`src/rtl/prog_mem_ldr_pkg.sv`:
```
// Shared definitions for the program-memory loader.
//   DefDataSize / DefAddrSize : default instruction width and address width
//   state_e                   : loader FSM state encoding
package prog_mem_ldr_pkg;

  localparam int unsigned DefDataSize = 6;
  localparam int unsigned DefAddrSize = 5;

  typedef enum logic [1:0] {
    StClear,
    StRun,
    StLoad
  } state_e;

endpackage

```
`src/rtl/prog_mem_ldr_if.sv`:
```
// Loader and fetch bus for prog_mem_ldr.
//   ld_start/ld_valid/ld_data/ld_last/ld_ready : program load handshake
//   fetch_en/fetch_addr                        : fetch request
//   fetch_data/fetch_valid/fetch_oob           : registered fetch result
//   prog_len/busy                              : status
// Modport master drives requests; modport slave is the loader block.
interface prog_mem_ldr_if
  import prog_mem_ldr_pkg::*;
#(
  parameter int unsigned DATA_SIZE = DefDataSize,
  parameter int unsigned ADDR_SIZE = DefAddrSize
);

  logic                 ld_start;
  logic                 ld_valid;
  logic [DATA_SIZE-1:0] ld_data;
  logic                 ld_last;
  logic                 ld_ready;
  logic                 fetch_en;
  logic [ADDR_SIZE-1:0] fetch_addr;
  logic [DATA_SIZE-1:0] fetch_data;
  logic                 fetch_valid;
  logic                 fetch_oob;
  logic [ADDR_SIZE:0]   prog_len;
  logic                 busy;

  modport master (
    output ld_start, ld_valid, ld_data, ld_last, fetch_en, fetch_addr,
    input  ld_ready, fetch_data, fetch_valid, fetch_oob, prog_len, busy
  );

  modport slave (
    input  ld_start, ld_valid, ld_data, ld_last, fetch_en, fetch_addr,
    output ld_ready, fetch_data, fetch_valid, fetch_oob, prog_len, busy
  );

endinterface

```
`src/rtl/prog_mem_ram.sv`:
```
// Program memory: one write port, one registered read port.
//   clk, rstn          : clock, async active-low reset (read register only)
//   we, waddr, wdata   : write port
//   re, raddr, rdata   : read port, rdata updates the cycle after re, else holds
// The array itself has no reset; it is zeroed by the loader's clear sweep.
module prog_mem_ram
  import prog_mem_ldr_pkg::*;
#(
  parameter int unsigned DATA_SIZE = DefDataSize,
  parameter int unsigned ADDR_SIZE = DefAddrSize
) (
  input  logic                 clk,
  input  logic                 rstn,
  input  logic                 we,
  input  logic [ADDR_SIZE-1:0] waddr,
  input  logic [DATA_SIZE-1:0] wdata,
  input  logic                 re,
  input  logic [ADDR_SIZE-1:0] raddr,
  output logic [DATA_SIZE-1:0] rdata
);

  logic [DATA_SIZE-1:0] mem [2**ADDR_SIZE];
  logic [DATA_SIZE-1:0] rdata_q;

  always_ff @(posedge clk) begin
    if (we) begin
      mem[waddr] <= wdata;
    end
  end

  always_ff @(posedge clk or negedge rstn) begin
    if (!rstn) begin
      rdata_q <= '0;
    end else if (re) begin
      rdata_q <= mem[raddr];
    end
  end

  assign rdata = rdata_q;

endmodule

```
`src/rtl/prog_mem_ldr.sv`:
```
// Program-memory loader: clears memory after reset, accepts program loads over a
// valid/ready stream and serves 1-cycle-latency fetches while idle.
//   clk  : clock, rising edge
//   rstn : asynchronous active-low reset
//   bus  : prog_mem_ldr_if.slave (load handshake, fetch port, prog_len, busy)
module prog_mem_ldr
  import prog_mem_ldr_pkg::*;
#(
  parameter int unsigned DATA_SIZE = DefDataSize,
  parameter int unsigned ADDR_SIZE = DefAddrSize
) (
  input  logic           clk,
  input  logic           rstn,
  prog_mem_ldr_if.slave  bus
);

  localparam int unsigned DEPTH = 2**ADDR_SIZE;
  localparam logic [ADDR_SIZE-1:0] LastAddr = ADDR_SIZE'(DEPTH - 1);

  state_e               state_q;
  logic [ADDR_SIZE-1:0] clr_ptr_q;
  logic [ADDR_SIZE-1:0] wr_ptr_q;
  logic [ADDR_SIZE:0]   prog_len_q;
  logic                 fetch_valid_q;
  logic                 fetch_oob_q;

  logic                 xfer;
  logic                 ld_end;
  logic                 fetch_go;
  logic                 mem_we;
  logic [ADDR_SIZE-1:0] mem_waddr;
  logic [DATA_SIZE-1:0] mem_wdata;

  assign xfer     = (state_q == StLoad) && bus.ld_valid;
  // A full memory ends the load even without ld_last.
  assign ld_end   = xfer && (bus.ld_last || (wr_ptr_q == LastAddr));
  assign fetch_go = (state_q == StRun) && bus.fetch_en;

  always_ff @(posedge clk or negedge rstn) begin
    if (!rstn) begin
      state_q       <= StClear;
      clr_ptr_q     <= '0;
      wr_ptr_q      <= '0;
      prog_len_q    <= '0;
      fetch_valid_q <= 1'b0;
      fetch_oob_q   <= 1'b0;
    end else begin
      fetch_valid_q <= fetch_go;
      if (fetch_go) begin
        fetch_oob_q <= ({1'b0, bus.fetch_addr} >= prog_len_q);
      end
      unique case (state_q)
        StClear: begin
          clr_ptr_q <= clr_ptr_q + 1'b1;
          if (clr_ptr_q == LastAddr) begin
            state_q <= StRun;
          end
        end
        StRun: begin
          // A same-cycle fetch is still served above from pre-load contents.
          if (bus.ld_start) begin
            state_q  <= StLoad;
            wr_ptr_q <= '0;
          end
        end
        StLoad: begin
          if (xfer) begin
            wr_ptr_q <= wr_ptr_q + 1'b1;
            if (ld_end) begin
              prog_len_q <= {1'b0, wr_ptr_q} + 1'b1;
              state_q    <= StRun;
            end
          end
        end
        default: state_q <= StClear;
      endcase
    end
  end

  always_comb begin
    mem_we    = 1'b0;
    mem_waddr = wr_ptr_q;
    mem_wdata = bus.ld_data;
    if (state_q == StClear) begin
      mem_we    = 1'b1;
      mem_waddr = clr_ptr_q;
      mem_wdata = '0;
    end else if (xfer) begin
      mem_we = 1'b1;
    end
  end

  prog_mem_ram #(
    .DATA_SIZE(DATA_SIZE),
    .ADDR_SIZE(ADDR_SIZE)
  ) u_ram (
    .clk  (clk),
    .rstn (rstn),
    .we   (mem_we),
    .waddr(mem_waddr),
    .wdata(mem_wdata),
    .re   (fetch_go),
    .raddr(bus.fetch_addr),
    .rdata(bus.fetch_data)
  );

  assign bus.ld_ready    = (state_q == StLoad);
  assign bus.busy        = (state_q != StRun);
  assign bus.prog_len    = prog_len_q;
  assign bus.fetch_valid = fetch_valid_q;
  assign bus.fetch_oob   = fetch_oob_q;

endmodule

```
`src/flat_wrapper.sv`:
```
// flat-port wrapper written by rule: the top's interface ports become plain ports
module prog_mem_ldr_flat import prog_mem_ldr_pkg::*;
#(
  parameter int unsigned DATA_SIZE = DefDataSize,
  parameter int unsigned ADDR_SIZE = DefAddrSize
)
  (clk, rstn, bus_ld_start, bus_ld_valid, bus_ld_data, bus_ld_last, bus_fetch_en, bus_fetch_addr, bus_ld_ready, bus_fetch_data, bus_fetch_valid, bus_fetch_oob, bus_prog_len, bus_busy);
  prog_mem_ldr_if #(.DATA_SIZE(DATA_SIZE), .ADDR_SIZE(ADDR_SIZE)) bus_i ();
  input  logic clk;
  input  logic rstn;
  input wire logic [$bits(bus_i.ld_start)-1:0] bus_ld_start;
  input wire logic [$bits(bus_i.ld_valid)-1:0] bus_ld_valid;
  input wire logic [$bits(bus_i.ld_data)-1:0] bus_ld_data;
  input wire logic [$bits(bus_i.ld_last)-1:0] bus_ld_last;
  input wire logic [$bits(bus_i.fetch_en)-1:0] bus_fetch_en;
  input wire logic [$bits(bus_i.fetch_addr)-1:0] bus_fetch_addr;
  output wire logic [$bits(bus_i.ld_ready)-1:0] bus_ld_ready;
  output wire logic [$bits(bus_i.fetch_data)-1:0] bus_fetch_data;
  output wire logic [$bits(bus_i.fetch_valid)-1:0] bus_fetch_valid;
  output wire logic [$bits(bus_i.fetch_oob)-1:0] bus_fetch_oob;
  output wire logic [$bits(bus_i.prog_len)-1:0] bus_prog_len;
  output wire logic [$bits(bus_i.busy)-1:0] bus_busy;
  assign bus_i.ld_start = bus_ld_start;
  assign bus_i.ld_valid = bus_ld_valid;
  assign bus_i.ld_data = bus_ld_data;
  assign bus_i.ld_last = bus_ld_last;
  assign bus_i.fetch_en = bus_fetch_en;
  assign bus_i.fetch_addr = bus_fetch_addr;
  assign bus_ld_ready = bus_i.ld_ready;
  assign bus_fetch_data = bus_i.fetch_data;
  assign bus_fetch_valid = bus_i.fetch_valid;
  assign bus_fetch_oob = bus_i.fetch_oob;
  assign bus_prog_len = bus_i.prog_len;
  assign bus_busy = bus_i.busy;
  prog_mem_ldr #(.DATA_SIZE(DATA_SIZE), .ADDR_SIZE(ADDR_SIZE)) u_core (.clk(clk), .rstn(rstn), .bus(bus_i));
endmodule
```
`config.mk`:
```
export PLATFORM = sky130hd
export DESIGN_NAME = prog_mem_ldr_flat
export DESIGN_NICKNAME = d
export VERILOG_FILES = /design/src/rtl/prog_mem_ldr_pkg.sv /design/src/rtl/prog_mem_ldr_if.sv /design/src/rtl/prog_mem_ram.sv /design/src/rtl/prog_mem_ldr.sv /design/src/flat_wrapper.sv
export SDC_FILE = /design/constraint.sdc
export NUM_CORES = 1
export LEC_CHECK = 0
export BUFFER_PORTS_ARGS = -buffer_cell sky130_fd_sc_hd__buf_2
export CAP_MARGIN = 20
export CORE_MARGIN = 3
export CORE_UTILIZATION = 50
export CTS_BUF_LIST = sky130_fd_sc_hd__clkbuf_16
export DETAILED_ROUTE_END_ITERATION = 12
export GPL_TIMING_DRIVEN = 0
export HOLD_SLACK_MARGIN = 0.05
export PLACE_DENSITY_LB_ADDON = 0.25
export SETUP_SLACK_MARGIN = 0.2
export SYNTH_ARGS = -nofsm -noshare
export SYNTH_HDL_FRONTEND = slang
export SYNTH_SLANG_ARGS = --single-unit
```
`constraint.sdc`:
```
create_clock -name clk -period 2.2 [get_ports clk]
set_input_delay 0.44 -clock clk [delete_from_list [all_inputs] [get_ports clk]]
set_output_delay 0.44 -clock clk [all_outputs]
set_load 0.01 [all_outputs]
```
# Word-level counts from Yosys, hierarchy flattened
# Memories as Yosys holds them, arrays and structs flattened. A register that Yosys moved wholly into a read port is not among the register bits.
# Index checks and enable logic that the tools add are counted.
# Widths: inputs -> output; s select.
# classes
n_addsub	3
magnitude_cmp	1
eq_ne	9
muxes	14
reduce_logical	10
# op_table
operator	n
$mux 5	3
$add 5x1->5 const B	2
$eq 5x5->1 const B	2
$pmux 5 s2	1
$mux 2	4
$ne 2x1->1 const B	4
$add 5x1->6 const B	1
$ge 5x6->1	1
$mux 6	1
$pmux 2 s3	1
$reduce_and 3->1	2
$mux 1	4
$reduce_and 4->1	1
$logic_and 1x1->1	3
$eq 2x1->1 const B	1
$eq 2x2->1 const B	1
$logic_not 2->1	1
$ne 2x2->1 const B	1
$reduce_bool 2->1	1
$logic_not 1->1	1
$logic_or 1x1->1	1
# word_totals
register_bits	20
mem_bits_rw	192
inputBits	17
output_inout_bits	16
mem_count	1
# memory_table
memory	depth	width	rd	rd_clocked_by_memory_dff	write_ports	line	source
u_core.u_ram.mem	32	6	1	1	1	prog_mem_ram.sv:22	logic [DATA_SIZE-1:0] mem [2**ADDR_SIZE];

# Depth between registers and ports, before layout
# logic_depth
ltp_word	6
depth_mapped	11
ltp_nobuf	8

# By module
# Synthesis repeated with hierarchy kept, for this count alone.
# hier_totals
cells_unflattened	572
area_unflattened_um2	9141.3
# modules_own_cells
mod	instances	cells_per_inst	area_per_inst_um2	seq_area_each_um2
prog_mem_ram	1	456	7912.6	5915.7
prog_mem_ldr	1	116	1228.7	500.5

# Least setup slack after synthesis
# No wires, ideal clock.
# synth_path
kind	input to register
startpoint	in bus_fetch_addr[0]
endpoint	reg u_core.fetch_oob_q (netlist: u_core.bus.fetch_oob)
arrival_time_ns	2.083
required_ns	2.066
slack_ns	-0.017
cell_stages	11
path_cell_list	buf_6 buf_4 buf_4 inv_1 ha_1 nand2b_1 a21o_1 a21o_1 a21o_1 a21oi_1 o31ai_1
# synth_between
elab_chain_len	1
# synth_lines
item	line	source
start, declared	flat_wrapper.sv:16	input wire logic [$bits(bus_i.fetch_addr)-1:0] bus_fetch_addr;
$ge 5x6->1	prog_mem_ldr.sv:50	fetch_oob_q <= ({1'b0, bus.fetch_addr} >= prog_len_q);
end signal, assigned	prog_mem_ldr.sv:50	
end, declared	prog_mem_ldr.sv:25	logic fetch_oob_q;
# Every way passes these cells.
# A chain may end at the register's enable or synchronous reset.

# Worst setup path in the final report
# layout_path
startpoint	reg u_core.state_q[0]
endpoint	mem u_core.u_ram.mem[9][2] in the netlist's numbering, enable pin
# layout_between
elab_chain_len	6
elab_cells_between_ends	8
classes_between	1 x eq/ne; 5 x mux; 2 x reduce/logical
# layout_lines
item	line	source
start, declared	prog_mem_ldr.sv:20	state_e state_q;
start signal, assigned	prog_mem_ldr.sv:41	state_q <= StClear;
start signal, assigned	prog_mem_ldr.sv:56	state_q <= StRun;
start signal, assigned	prog_mem_ldr.sv:62	state_q <= StLoad;
$eq 2x2->1	prog_mem_ldr.sv:34	assign xfer = (state_q == StLoad) && bus.ld_valid;
$logic_and 1x1->1	prog_mem_ldr.sv:34	
$mux 1	prog_mem_ldr.sv:88	end else if (xfer) begin
$mux 1	prog_mem_ldr.sv:84	if (state_q == StClear) begin
$mux 1	prog_mem_ram.sv:26	if (we) begin
$mux 1 (not written as such)	prog_mem_ram.sv:27	mem[waddr] <= wdata;
end, declared	prog_mem_ram.sv:22	
# Several ways; a longest one is shown, not always the timed one.

==> qor.log <==
[pwr] sw frac 0.3227
[final_layout] share of the core filled with cells in the final layout 0.6166
[pwr] total leakage power 3.985 nW
[hold_path] Worst Hold Class input pin to register
[logic_synthesis] most frequently used flop master after synthesis sky130_fd_sc_hd__edfxtp_1
[sta] worst slew pin tran 0.8422 ns
[worst_setup_path] CP bufs+invs 2
[floorplan] Die X-Extent 140.9 µm
[worst_setup_path] cell depth of the worst flop-to-flop path 6
[detailed_routing] routed len/inst 22.94 µm
[hold_path] Worst Hold Path Cells 2
[clock_network] CTS tree yes
[final_layout] Net count, final 674
[clock_network] clock latency at the later pin of the worst-skew pair 0.49 ns
[sta] number of hold violations in the final report 0
[sta] unrepaired setup endpoints after global routing yes
[detailed_routing] DRC viols 0
[logic_synthesis] number of enable flip-flop cells after synthesis 192
[placed_design] pre-CTS worst setup slack -0.4542 ns
[sta] Slew HR 0.4360
[detailed_routing] Pre-Repair DR Iteration Count 5
[clock_network] number of clock buffers inserted by TritonCTS 22
[final_layout] number of diodes added for antenna fixing 0
[sta] setup clock skew after layout 0.004542 ns
[sta] total negative setup slack 0 ns
[grt] pin count of the biggest net entering global routing 33
[logic_synthesis] dominant cell type by area after synthesis sky130_fd_sc_hd__edfxtp_1
[logic_synthesis] Synth Register Bits 218
[final_layout] proportion of layout cells with a drive suffix above 1 0.2617
[worst_setup_path] crit path max-delay cell type sky130_fd_sc_hd__dfrtp_2
[flow_run] reported max-cap violation count 0
[sta] share of the cycle needed by the critical path after routing 0.8867
[detailed_routing] DR vias/cell 5.900
[grt] number of global-route vias before repair 5487
[worst_setup_path] critical path start-end classification register to register
[sta] setup violators final 0
[logic_synthesis] fraction of synthesis flops using an asynchronous set or reset pin 0.1193
[logic_synthesis] distinct cell type count after synthesis 37
[logic_synthesis] post-synth net total 604
[placed_design] count of buffers inserted at the top-level ports 31
[logic_synthesis] top post-synthesis cells by area sky130_fd_sc_hd__edfxtp_1 (63%), sky130_fd_sc_hd__mux2i_1 (11%), sky130_fd_sc_hd__dfrtp_1 (7.2%), sky130_fd_sc_hd__a22oi_1 (2.0%), sky130_fd_sc_hd__nor2_1 (1.7%)
[placed_design] detailed placer's ending HPWL 13920 µm
[grt] antenna violations before repair 0
[worst_setup_path] endpoint arrival time on the critical path 2.14 ns
[grt] first-pass GRT wire length 31420 µm
[logic_synthesis] area share of the largest cell type after synthesis 0.6339
[worst_setup_path] maximum single-stage delay on the critical path 0.44 ns
[grt] aggregate global-route resource usage 0.2075
[floorplan] placeable core region 17540 µm²
[worst_setup_path] kind of start point of the critical path register
[logic_synthesis] synthesized instance count 578
[pwr] relative contribution of the clock network to total power 0.272
[detailed_routing] Final ANT Viol Nets 0
[outcome] result of the run complete, no violations
[clock_network] clock tree buffer depth 3
[pwr] total power per unit cell area 1183 nW/µm²
[detailed_routing] total wire length after detailed routing 20330 µm
[logic_synthesis] Netlist Area Pre-Place 9095 µm²
[floorplan] starting density of the core 0.5186
[floorplan] row count 48
[clock_network] maximum level of the CTS H-tree 1
[worst_setup_path] Critical Path, Cell by Cell nor2_4 -> buf_8 -> mux2i_4 -> buf_6 -> nand2_4 -> nor2_4
[logic_synthesis] average footprint of a synthesized cell 15.74 µm²
[sta] highest clock rate 512.6 MHz
[clock_network] clk sink count 218
[pwr] NetSw 0.004127 W
[sta] Tmin final 1.951 ns
[detailed_routing] detailed-route via count 5227
[final_layout] Filler cells 1293
[pwr] total internal power 0.008663 W
[pwr] worst vdd rail ir drop 1.107 mV
[floorplan] number of ports placed on the die boundary 33
[sta] final setup margin 0.2492 ns
[grt] Overflow after GRT 0
[worst_setup_path] endpoint class of the critical path register
[floorplan] area of the die 19840 µm²
[pwr] part of the total power dissipated in combinational logic 0.277
[worst_setup_path] required time of the critical path 2.39 ns
[clock_network] buffer cell driving the clock tree root sky130_fd_sc_hd__clkbuf_16
[pwr] sequential group share of total power 0.451
[logic_synthesis] sequential area share after synthesis 0.7055
[floorplan] die outline height 140.9 µm
[worst_setup_path] critical path's most frequent cell sky130_fd_sc_hd__nor2_4
[detailed_routing] starting DRC count in detailed routing 408
[logic_synthesis] count of synthesis-stage warnings from yosys 0
[worst_setup_path] Worst path depth 6
[clock_network] clock-pin slew reported for the worst setup and hold paths after clock tree synthesis 0.06 ns
[worst_setup_path] Crit Path Max Fanout 10
[sta] final slew viol count 0
[placed_design] final RePlAce weighted congestion 0.8217
[worst_setup_path] kind of cell adding the most delay to the critical path simple AND/OR/NAND/NOR gates
[final_layout] area added between synthesis and finish 18.89%
==> power by group through the flow <==
stage / Clock (W) / Sequential (W) / Combinational (W)
finish: 0.00348 / 0.00577 / 0.00355
global placement: 0 / 0.00583 / 0.00249
detailed placement: 0 / 0.00583 / 0.00282
floorplan: 0 / 0.00580 / 0.00163
CTS: 0.00352 / 0.00575 / 0.00343
global route: 0.00367 / 0.00581 / 0.00383
==> routing by layer <==
layer,part of all wire,vias to the layer above,routed length [µm],track usage
li1,-,2383,-,-
met1,0.43,2622,8658,0.2748
met2,0.48,177,9774,0.3432
met3,0.060,45,1210,0.04037
met4,0.034,0,682,0.07802
met5,0,-,0,0
==> synthesized netlist by cell type, types with 6 or more instances <==
master,n
sky130_fd_sc_hd__a21oi_1,21
sky130_fd_sc_hd__a221oi_1,6
sky130_fd_sc_hd__a221oi_2,6
sky130_fd_sc_hd__a22o_1,13
sky130_fd_sc_hd__a22oi_1,24
sky130_fd_sc_hd__buf_2,6
sky130_fd_sc_hd__clkbuf_1,8
sky130_fd_sc_hd__dfrtp_1,26
sky130_fd_sc_hd__edfxtp_1,192
sky130_fd_sc_hd__ha_1,9
sky130_fd_sc_hd__inv_1,8
sky130_fd_sc_hd__mux2i_1,98
sky130_fd_sc_hd__nand2_1,32
sky130_fd_sc_hd__nand2b_1,6
sky130_fd_sc_hd__nor2_1,42
sky130_fd_sc_hd__nor2b_1,11
sky130_fd_sc_hd__o21ai_0,13
sky130_fd_sc_hd__o22ai_1,8
==> registers in the layout, summed over array words and instances (netlist names) <==
register,flops
u_core.u_ram.mem,192
u_core.u_ram.rdata,6
u_core.bus.prog_len,6
u_core.wr_ptr_q,5
u_core.bus.fetch_oob,1
u_core.clr_ptr_q,5
u_core.state_q,2
u_core.bus.fetch_valid,1
==> area by class of cell <==
type | count | area, µm² | share of cell area
inverters | 8 | 30.03 | 0.002777
clock buffers | 23 | 575.6 | 0.05323
repair buffers | 46 | 369.1 | 0.03414
well taps | 225 | 281.5 | 0.02604
multi-input cells | 325 | 2801 | 0.2591
flip-flops and latches | 218 | 6419 | 0.5936
clock inverters | 14 | 91.34 | 0.008447
plain buffers | 27 | 245.2 | 0.02268
==> metrics by stage <==
stage                     total power (W)  hold WS [ns]  std cells  instance area [µm²]
final                             0.01279        0.1933        886                10810
after global routing              0.01331        0.1900        886                10810
after CTS                         0.01270        0.1861        883                10760
after detailed placement         0.008655        0.4825        840                 9747
after global placement           0.008322        0.4731        834                 9592
after floorplan                  0.007434        0.1444        578                 9155
==> what timing repair did <==
action,CTS,global route
setup endpoints to repair,293,270
setup buffers,5,3
gates resized for setup,75,19
cloned,0,0
pin swaps,6,5
hold buffers,1,0
endpoints found under the hold margin,26,0
==> cells in the final DEF (no fill, tap or decap), types with 13 or more instances in the layout <==
cell type	instances
sky130_fd_sc_hd__a21oi_1	20
sky130_fd_sc_hd__a22o_1	13
sky130_fd_sc_hd__dfrtp_1	24
sky130_fd_sc_hd__a22oi_1	24
sky130_fd_sc_hd__nor2_4	33
sky130_fd_sc_hd__edfxtp_1	192
sky130_fd_sc_hd__clkbuf_16	23
sky130_fd_sc_hd__mux2i_1	96
sky130_fd_sc_hd__nand2_1	20
sky130_fd_sc_hd__buf_2	38
==> final timing paths <==
| check | to | startpoint | slack [ns] |
|---|---|---|---|
| setup / recovery | u_core.u_ram.mem[9][2]$_DFFE_PP_ | u_core.state_q[0]$_DFFE_PN0P_ | 0.25 |
| hold / removal | u_core.state_q[1]$_DFFE_PN0P_ | bus_ld_start | 0.19 |
| setup reg to reg | u_core.u_ram.mem[9][2]$_DFFE_PP_ | u_core.state_q[0]$_DFFE_PN0P_ | 0.25 |
| hold reg to reg | u_core.u_ram.rdata[4]$_DFFE_PN0P_ | u_core.u_ram.rdata[4]$_DFFE_PN0P_ | 0.49 |
| max in group asynchronous | u_core.state_q[0]$_DFFE_PN0P_ | rstn | 1.24 |
| min in group asynchronous | u_core.bus.fetch_valid$_DFF_PN0_ | rstn | 0.50 |
==> logic make-up after synthesis <==
kind of cell               after synthesis  share of synthesized area
AOI/OAI and AO/OA                      105                    0.08722
xor gates and xnor gates                 5                   0.004816
adders and majority gates                9                    0.01238
buffers and inverters                   35                    0.02641
DFF                                    218                     0.7055
muxes                                  102                     0.1128
and+or+nand+nor                        104                    0.05090
(Power assumes the default switching activity.)
